**config.mk**
```make
export PLATFORM = sky130hd
export DESIGN_NAME = hamming74_serial_decoder_flat
export DESIGN_NICKNAME = d
export VERILOG_FILES = /design/src/rtl/hamming_pkg.sv /design/src/rtl/hamming74_serial_decoder_if.sv /design/src/rtl/hamming74_corrector.sv /design/src/rtl/hamming74_serial_decoder.sv /design/src/flat_wrapper.sv
export SDC_FILE = /design/constraint.sdc
export NUM_CORES = 1
export LEC_CHECK = 0
export BUFFER_PORTS_ARGS = -buffer_cell sky130_fd_sc_hd__buf_2
export CORE_MARGIN = 10
export CORE_UTILIZATION = 50
export CTS_CLUSTER_SIZE = 24
export DETAILED_ROUTE_END_ITERATION = 7
export MAX_ROUTING_LAYER = met4
export PLACE_DENSITY = 0.75
export SLEW_MARGIN = 15
export SYNTH_ARGS = -nofsm -noshare
export SYNTH_HDL_FRONTEND = slang
export SYNTH_SLANG_ARGS = --single-unit
```
**constraint.sdc**
```tcl
create_clock -name clk -period 2.2 [get_ports clk]
set_input_delay 0.33 -clock clk [delete_from_list [all_inputs] [get_ports clk]]
set_output_delay 0.33 -clock clk [all_outputs]
set_load 0.02 [all_outputs]
```
**src/rtl/hamming_pkg.sv**
```systemverilog
// hamming_pkg: shared widths, data positions, parity masks and FSM states for the Hamming(7,4) decoder
package hamming_pkg;
    localparam int CODE_W = 7;
    localparam int DATA_W = 4;
    localparam int D1_POS = 3;
    localparam int D2_POS = 5;
    localparam int D3_POS = 6;
    localparam int D4_POS = 7;
    localparam logic [CODE_W-1:0] S1_MASK = 7'b1010101;
    localparam logic [CODE_W-1:0] S2_MASK = 7'b1100110;
    localparam logic [CODE_W-1:0] S4_MASK = 7'b1111000;
    typedef enum logic [2:0] {IDLE, LOAD, CHECK, SHIFT, DONE} state_t;
endpackage

```
**src/rtl/hamming74_serial_decoder_if.sv**
```systemverilog
// hamming74_serial_decoder_if: serial codeword in, corrected data burst and status out
interface hamming74_serial_decoder_if #(parameter int ERR_CNT_W = 8);
    logic start;
    logic in_valid;
    logic serial_in;
    logic data_out;
    logic out_valid;
    logic busy;
    logic done;
    logic error_flag;
    logic [2:0] syndrome;
    logic [ERR_CNT_W-1:0] err_count;
    modport master(output start, in_valid, serial_in,
                   input data_out, out_valid, busy, done, error_flag, syndrome, err_count);
    modport slave(input start, in_valid, serial_in,
                  output data_out, out_valid, busy, done, error_flag, syndrome, err_count);
endinterface

```
**src/rtl/hamming74_corrector.sv**
```systemverilog
// hamming74_corrector: syndrome, single-bit correction and data extraction for one codeword (bit i-1 holds c_i)
module hamming74_corrector
    import hamming_pkg::*;
(
    input  logic [CODE_W-1:0] i_word,
    output logic [2:0]        o_syndrome,
    output logic [DATA_W-1:0] o_data,
    output logic              o_error
);
    logic [CODE_W-1:0] w_fixed;
    // nonzero syndrome is the 1-based position of the flipped bit; d1 lands in o_data[0]
    always_comb begin
        o_syndrome = {^(i_word & S4_MASK), ^(i_word & S2_MASK), ^(i_word & S1_MASK)};
        o_error    = |o_syndrome;
        w_fixed    = i_word ^ (o_error ? CODE_W'(1) << (o_syndrome - 3'd1) : '0);
        o_data     = {w_fixed[D4_POS-1], w_fixed[D3_POS-1], w_fixed[D2_POS-1], w_fixed[D1_POS-1]};
    end
endmodule

```
**src/rtl/hamming74_serial_decoder.sv**
```systemverilog
// hamming74_serial_decoder: serial Hamming(7,4) receiver; HAMMING_DEC_ERR_CNT_EN enables the saturating corrected-error counter
module hamming74_serial_decoder
    import hamming_pkg::*;
#(
    parameter int ERR_CNT_W = 8
) (
    input logic clk,
    input logic reset,
    hamming74_serial_decoder_if.slave bus
);
    state_t r_state, w_next;
    logic [CODE_W-1:0] r_word;
    logic [2:0] r_cnt;
    logic [DATA_W-1:0] r_sh;
    logic r_out_valid, r_busy, r_done, r_err;
    logic [2:0] r_syn;
    logic [2:0] w_syn;
    logic [DATA_W-1:0] w_data;
    logic w_err;

    hamming74_corrector u_corr (
        .i_word(r_word),
        .o_syndrome(w_syn),
        .o_data(w_data),
        .o_error(w_err)
    );

    // state register
    always_ff @(posedge clk or posedge reset)
        if (reset) r_state <= IDLE;
        else r_state <= w_next;

    // next state: one word per start, bit count and shift count share r_cnt
    always_comb begin
        w_next = r_state;
        case (r_state)
            IDLE:    w_next = bus.start ? LOAD : IDLE;
            LOAD:    w_next = (bus.in_valid && r_cnt == 3'(CODE_W-1)) ? CHECK : LOAD;
            CHECK:   w_next = SHIFT;
            SHIFT:   w_next = (r_cnt == 3'(DATA_W-1)) ? DONE : SHIFT;
            DONE:    w_next = IDLE;
            default: w_next = IDLE;
        endcase
    end

    // datapath; status flags are registered from the next state so they line up with it
    always_ff @(posedge clk or posedge reset)
        if (reset) begin
            r_word      <= '0;
            r_cnt       <= '0;
            r_sh        <= '0;
            r_syn       <= '0;
            r_err       <= 1'b0;
            r_busy      <= 1'b0;
            r_out_valid <= 1'b0;
            r_done      <= 1'b0;
        end else begin
            r_busy      <= w_next != IDLE;
            r_out_valid <= w_next == SHIFT;
            r_done      <= w_next == DONE;
            case (r_state)
                IDLE: r_cnt <= '0;
                LOAD: if (bus.in_valid) begin
                    r_word <= {bus.serial_in, r_word[CODE_W-1:1]};
                    r_cnt  <= r_cnt + 3'd1;
                end
                CHECK: begin
                    r_syn <= w_syn;
                    r_err <= w_err;
                    r_sh  <= w_data;
                    r_cnt <= '0;
                end
                SHIFT: begin
                    r_sh  <= r_sh >> 1;
                    r_cnt <= r_cnt + 3'd1;
                end
                default: ;
            endcase
        end

`ifdef HAMMING_DEC_ERR_CNT_EN
    logic [ERR_CNT_W-1:0] r_err_cnt;
    // saturating count of words that needed correction
    always_ff @(posedge clk or posedge reset)
        if (reset) r_err_cnt <= '0;
        else if (r_state == CHECK && w_err && !(&r_err_cnt)) r_err_cnt <= r_err_cnt + 1'b1;
    assign bus.err_count = r_err_cnt;
`else
    assign bus.err_count = {ERR_CNT_W{1'b0}};
`endif

    assign bus.data_out   = r_sh[0];
    assign bus.out_valid  = r_out_valid;
    assign bus.busy       = r_busy;
    assign bus.done       = r_done;
    assign bus.error_flag = r_err;
    assign bus.syndrome   = r_syn;
endmodule

```
**src/flat_wrapper.sv**
```systemverilog
// flat-port wrapper written by rule: the top's interface ports become plain ports
module hamming74_serial_decoder_flat import hamming_pkg::*;
#(
    parameter int ERR_CNT_W = 8
)
  (clk, reset, bus_start, bus_in_valid, bus_serial_in, bus_data_out, bus_out_valid, bus_busy, bus_done, bus_error_flag, bus_syndrome, bus_err_count);
  hamming74_serial_decoder_if #(.ERR_CNT_W(ERR_CNT_W)) bus_i ();
  input logic clk;
  input logic reset;
  input wire logic [$bits(bus_i.start)-1:0] bus_start;
  input wire logic [$bits(bus_i.in_valid)-1:0] bus_in_valid;
  input wire logic [$bits(bus_i.serial_in)-1:0] bus_serial_in;
  output wire logic [$bits(bus_i.data_out)-1:0] bus_data_out;
  output wire logic [$bits(bus_i.out_valid)-1:0] bus_out_valid;
  output wire logic [$bits(bus_i.busy)-1:0] bus_busy;
  output wire logic [$bits(bus_i.done)-1:0] bus_done;
  output wire logic [$bits(bus_i.error_flag)-1:0] bus_error_flag;
  output wire logic [$bits(bus_i.syndrome)-1:0] bus_syndrome;
  output wire logic [$bits(bus_i.err_count)-1:0] bus_err_count;
  assign bus_i.start = bus_start;
  assign bus_i.in_valid = bus_in_valid;
  assign bus_i.serial_in = bus_serial_in;
  assign bus_data_out = bus_i.data_out;
  assign bus_out_valid = bus_i.out_valid;
  assign bus_busy = bus_i.busy;
  assign bus_done = bus_i.done;
  assign bus_error_flag = bus_i.error_flag;
  assign bus_syndrome = bus_i.syndrome;
  assign bus_err_count = bus_i.err_count;
  hamming74_serial_decoder #(.ERR_CNT_W(ERR_CNT_W)) u_core (.clk(clk), .reset(reset), .bus(bus_i));
endmodule
```
==> results.ini <==
[status]
status=completed

[worst_setup_path]
cp_max_fo=4
max_stage_delay_ps=490
cp-start-kind=register
cp_num_buf_inv=0
cp-end-kind=register
crit_required_ps=2420
cp.arrival_ps=2420
slowest_stage=dfrtp_2
path_class=reg -> reg
cp_cell_sequence=xnor2_2 > xnor2_2 > ha_4 > nor2b_4 > or4b_4 > and3_4 > nor3_2 > o21ai_1
cp_top_family=simple AND/OR/NAND/NOR gates
path_common_cell=xnor2_2

[sta]
rsz0062_at_grt=yes
slew_viol_final=0
setup_violations=0
clock-skew-final_ps=2.24
period_minus_slack_ps=2200
hold_viol=0
holdWs_ps=16.8
fin_crit_sh=0.999
max_freq_mhz=455

[routing]
drtPass1Iterations=4
ant_nets=0
drtIter0Drc=109
wl_per_cell_um=15.6
drc=0
routed_wl_mm=2.95
vias=1044
vias_per_cell=5.52

[clock_network]
ctsHoldBuffers=0
cts_tree=yes
cts.sink_count=24
path_clk_slew_ps=140
cts_buffer_depth=2
clk-insertion-delay-late_ps=320
htree_num_levels=1
cts_buffers=3
cts_root_buf=clkbuf_4

[yosys]
avgSynthCellArea_um2=10.1
synth_top_flop_cell=dfrtp_1
async_reset_ff_frac=1.00
ys_seq_elements=24
synth_area_leader_cell=dfrtp_1
synth_edf_count=0
yosysWarnings=0
ys_seq_area_frac=0.452
syn_inst=132
synth_area_mm2=0.00133
synth_area_leaders=dfrtp_1, mux2_2, xnor2_1
synthDistinctLibCells=34
synth_top_area_share=0.452

[floorplanning]
io_pins=21
die_x_um=71.6
die_area_mm2=0.00512
die-height_um=71.6
core_mm2=0.00250
initial_core_util=0.532
rows=18

[cells_and_area]
layout.area.seq_um2=607
final_area_mm2=0.00166
finalNetCount=169
multi_input_area_um2=769
antenna_cells=0
drive_gt1_frac=0.396
area_delta_synth_final_pct=25.0
fillers=166

[grt]
grt_usage=0.111
grt_pass1_wl_mm=4.58
grt_pass1_vias=1046
grt_max_degree=25
antenna_found_initial=0
grt_overflow=0

[worst_hold_path]
worstHoldPathType=in -> async

[placement]
dp_hpwl_mm=1.96
dpl_cell_area_mm2=0.00147
place.gp.congestion=0.834
io_buffer_count=12

[run]
drv_cap=0

[worst register-to-register path, stage by stage (launching register included)]
cell and delay (ps):
dfrtp_2 490, xnor2_2 230, xnor2_2 130, ha_4 290, nor2b_4 130, or4b_4 480, and3_4 170, nor3_2 110
o21ai_1 70
[path summary, 6_finish.rpt]
kind	from	end	slack [ps]	cells after the start
max in group asynchronous	reset	u_core.r_word[4]$_DFFE_PP0P_	1920	3
worst max register to register	u_core.r_word[5]$_DFFE_PP0P_	u_core.r_sh[0]$_DFFE_PP0P_	2	8
worst min register to register	u_core.r_sh[1]$_DFFE_PP0P_	u_core.r_sh[1]$_DFFE_PP0P_	510	1
worst max-delay path	u_core.r_word[5]$_DFFE_PP0P_	u_core.r_sh[0]$_DFFE_PP0P_	2	8
worst min-delay path	reset	u_core.r_word[3]$_DFFE_PP0P_	20	3
min in group clk	bus_serial_in	u_core.r_word[6]$_DFFE_PP0P_	260	2
[what timing repair did]
action,4_1_cts,5_1_grt
pin swaps,5,4
endpoints found under the setup margin,3,4
setup buffers,2,3
hold endpoints to repair,0,0
gates resized for setup,8,15
cloned,0,0
[sequential cells by signal (all words and copies together), names as in the netlist]
name                   count
u_core.bus.busy            1
u_core.bus.done            1
u_core.bus.error_flag      1
u_core.bus.out_valid       1
u_core.bus.syndrome        3
u_core.r_cnt               3
u_core.r_sh                4
u_core.r_state             3
u_core.r_word              7
[per-layer routing]
layer	global-route usage	part of all wire	wire (µm)	vias to the layer above
met5	-	0	0	-
met2	0.179	0.46	1370	40
met1	0.120	0.45	1330	500
met4	0.0688	0.026	78	0
li1	-	-	-	496
met3	0.0289	0.058	172	8
[placed cells by master, fill, tap and decap left out, types with 2 or more instances in the layout]
cell       n
a211o_1    2
a21oi_1    5
a22o_1     3
and3_1     2
buf_2     12
buf_4     16
clkbuf_4   3
conb_1     8
dfrtp_1   19
dfrtp_2    5
ha_1       3
inv_1      4
mux2_2     7
mux2i_1    2
nand2_1   11
nand2b_1   4
nand3_1    2
nand3b_1   2
nor2_1     8
nor3_1     3
o21ai_0    4
o22ai_1    3
xnor2_1    4
xnor2_2    3
xor2_2     2
[layout make-up]
| class | instances | share of cell area |
|---|---|---|
| multi-input combinational | 99 | 0.463 |
| clock inverter | 1 | 0.0181 |
| inverter | 4 | 0.00904 |
| clock buffer | 3 | 0.0136 |
| tap | 30 | 0.0226 |
| sequential | 24 | 0.365 |
| timing repair buffer | 28 | 0.108 |
[synth_stat cells (2+ instances only)]
cell       n
a22o_1     3
nor2b_1    2
inv_1      4
a21oi_1    6
xnor2_1    8
nand3b_1   2
xor2_1     2
a211o_1    2
o21ai_0    5
mux2i_1    2
nand2_1   12
buf_2      2
nand2b_1   4
dfrtp_1   24
buf_4      8
mux2_2     7
nor2_1     9
nor3_1     4
and3_1     3
ha_1       4
clkbuf_1   2
o22ai_1    3
nand3_1    3
[cells by family (layout without fill, tap and decap cells)]
kind of cell | count (synthesis) | in the layout | share of synthesized area
AOI/OAI and AO/OA | 24 | 24 | 0.117
adders and majority gates | 4 | 4 | 0.0377
DFF | 24 | 24 | 0.452
xor gates and xnor gates | 10 | 10 | 0.0659
other | 1 | 8 | 0.00282
muxes | 9 | 9 | 0.0744
buffers and inverters | 16 | 36 | 0.0697
and+or+nand+nor | 44 | 44 | 0.181
[metrics by stage]
step,setup TNS [ps],setup slack [ps],util,std cells
global route,-230,-86.8,0.665,189
floorplan,0,13.2,-,139
CTS,-15.8,-15.8,0.625,186
finish,0,2.10,0.665,189
global placement,0,40.0,0.586,180
detailed placement,-57.1,-41.6,0.586,180
Power is left out: the tool's default activity adds up to more than one toggle a clock period on the data nets, which glitch-free logic cannot reach.
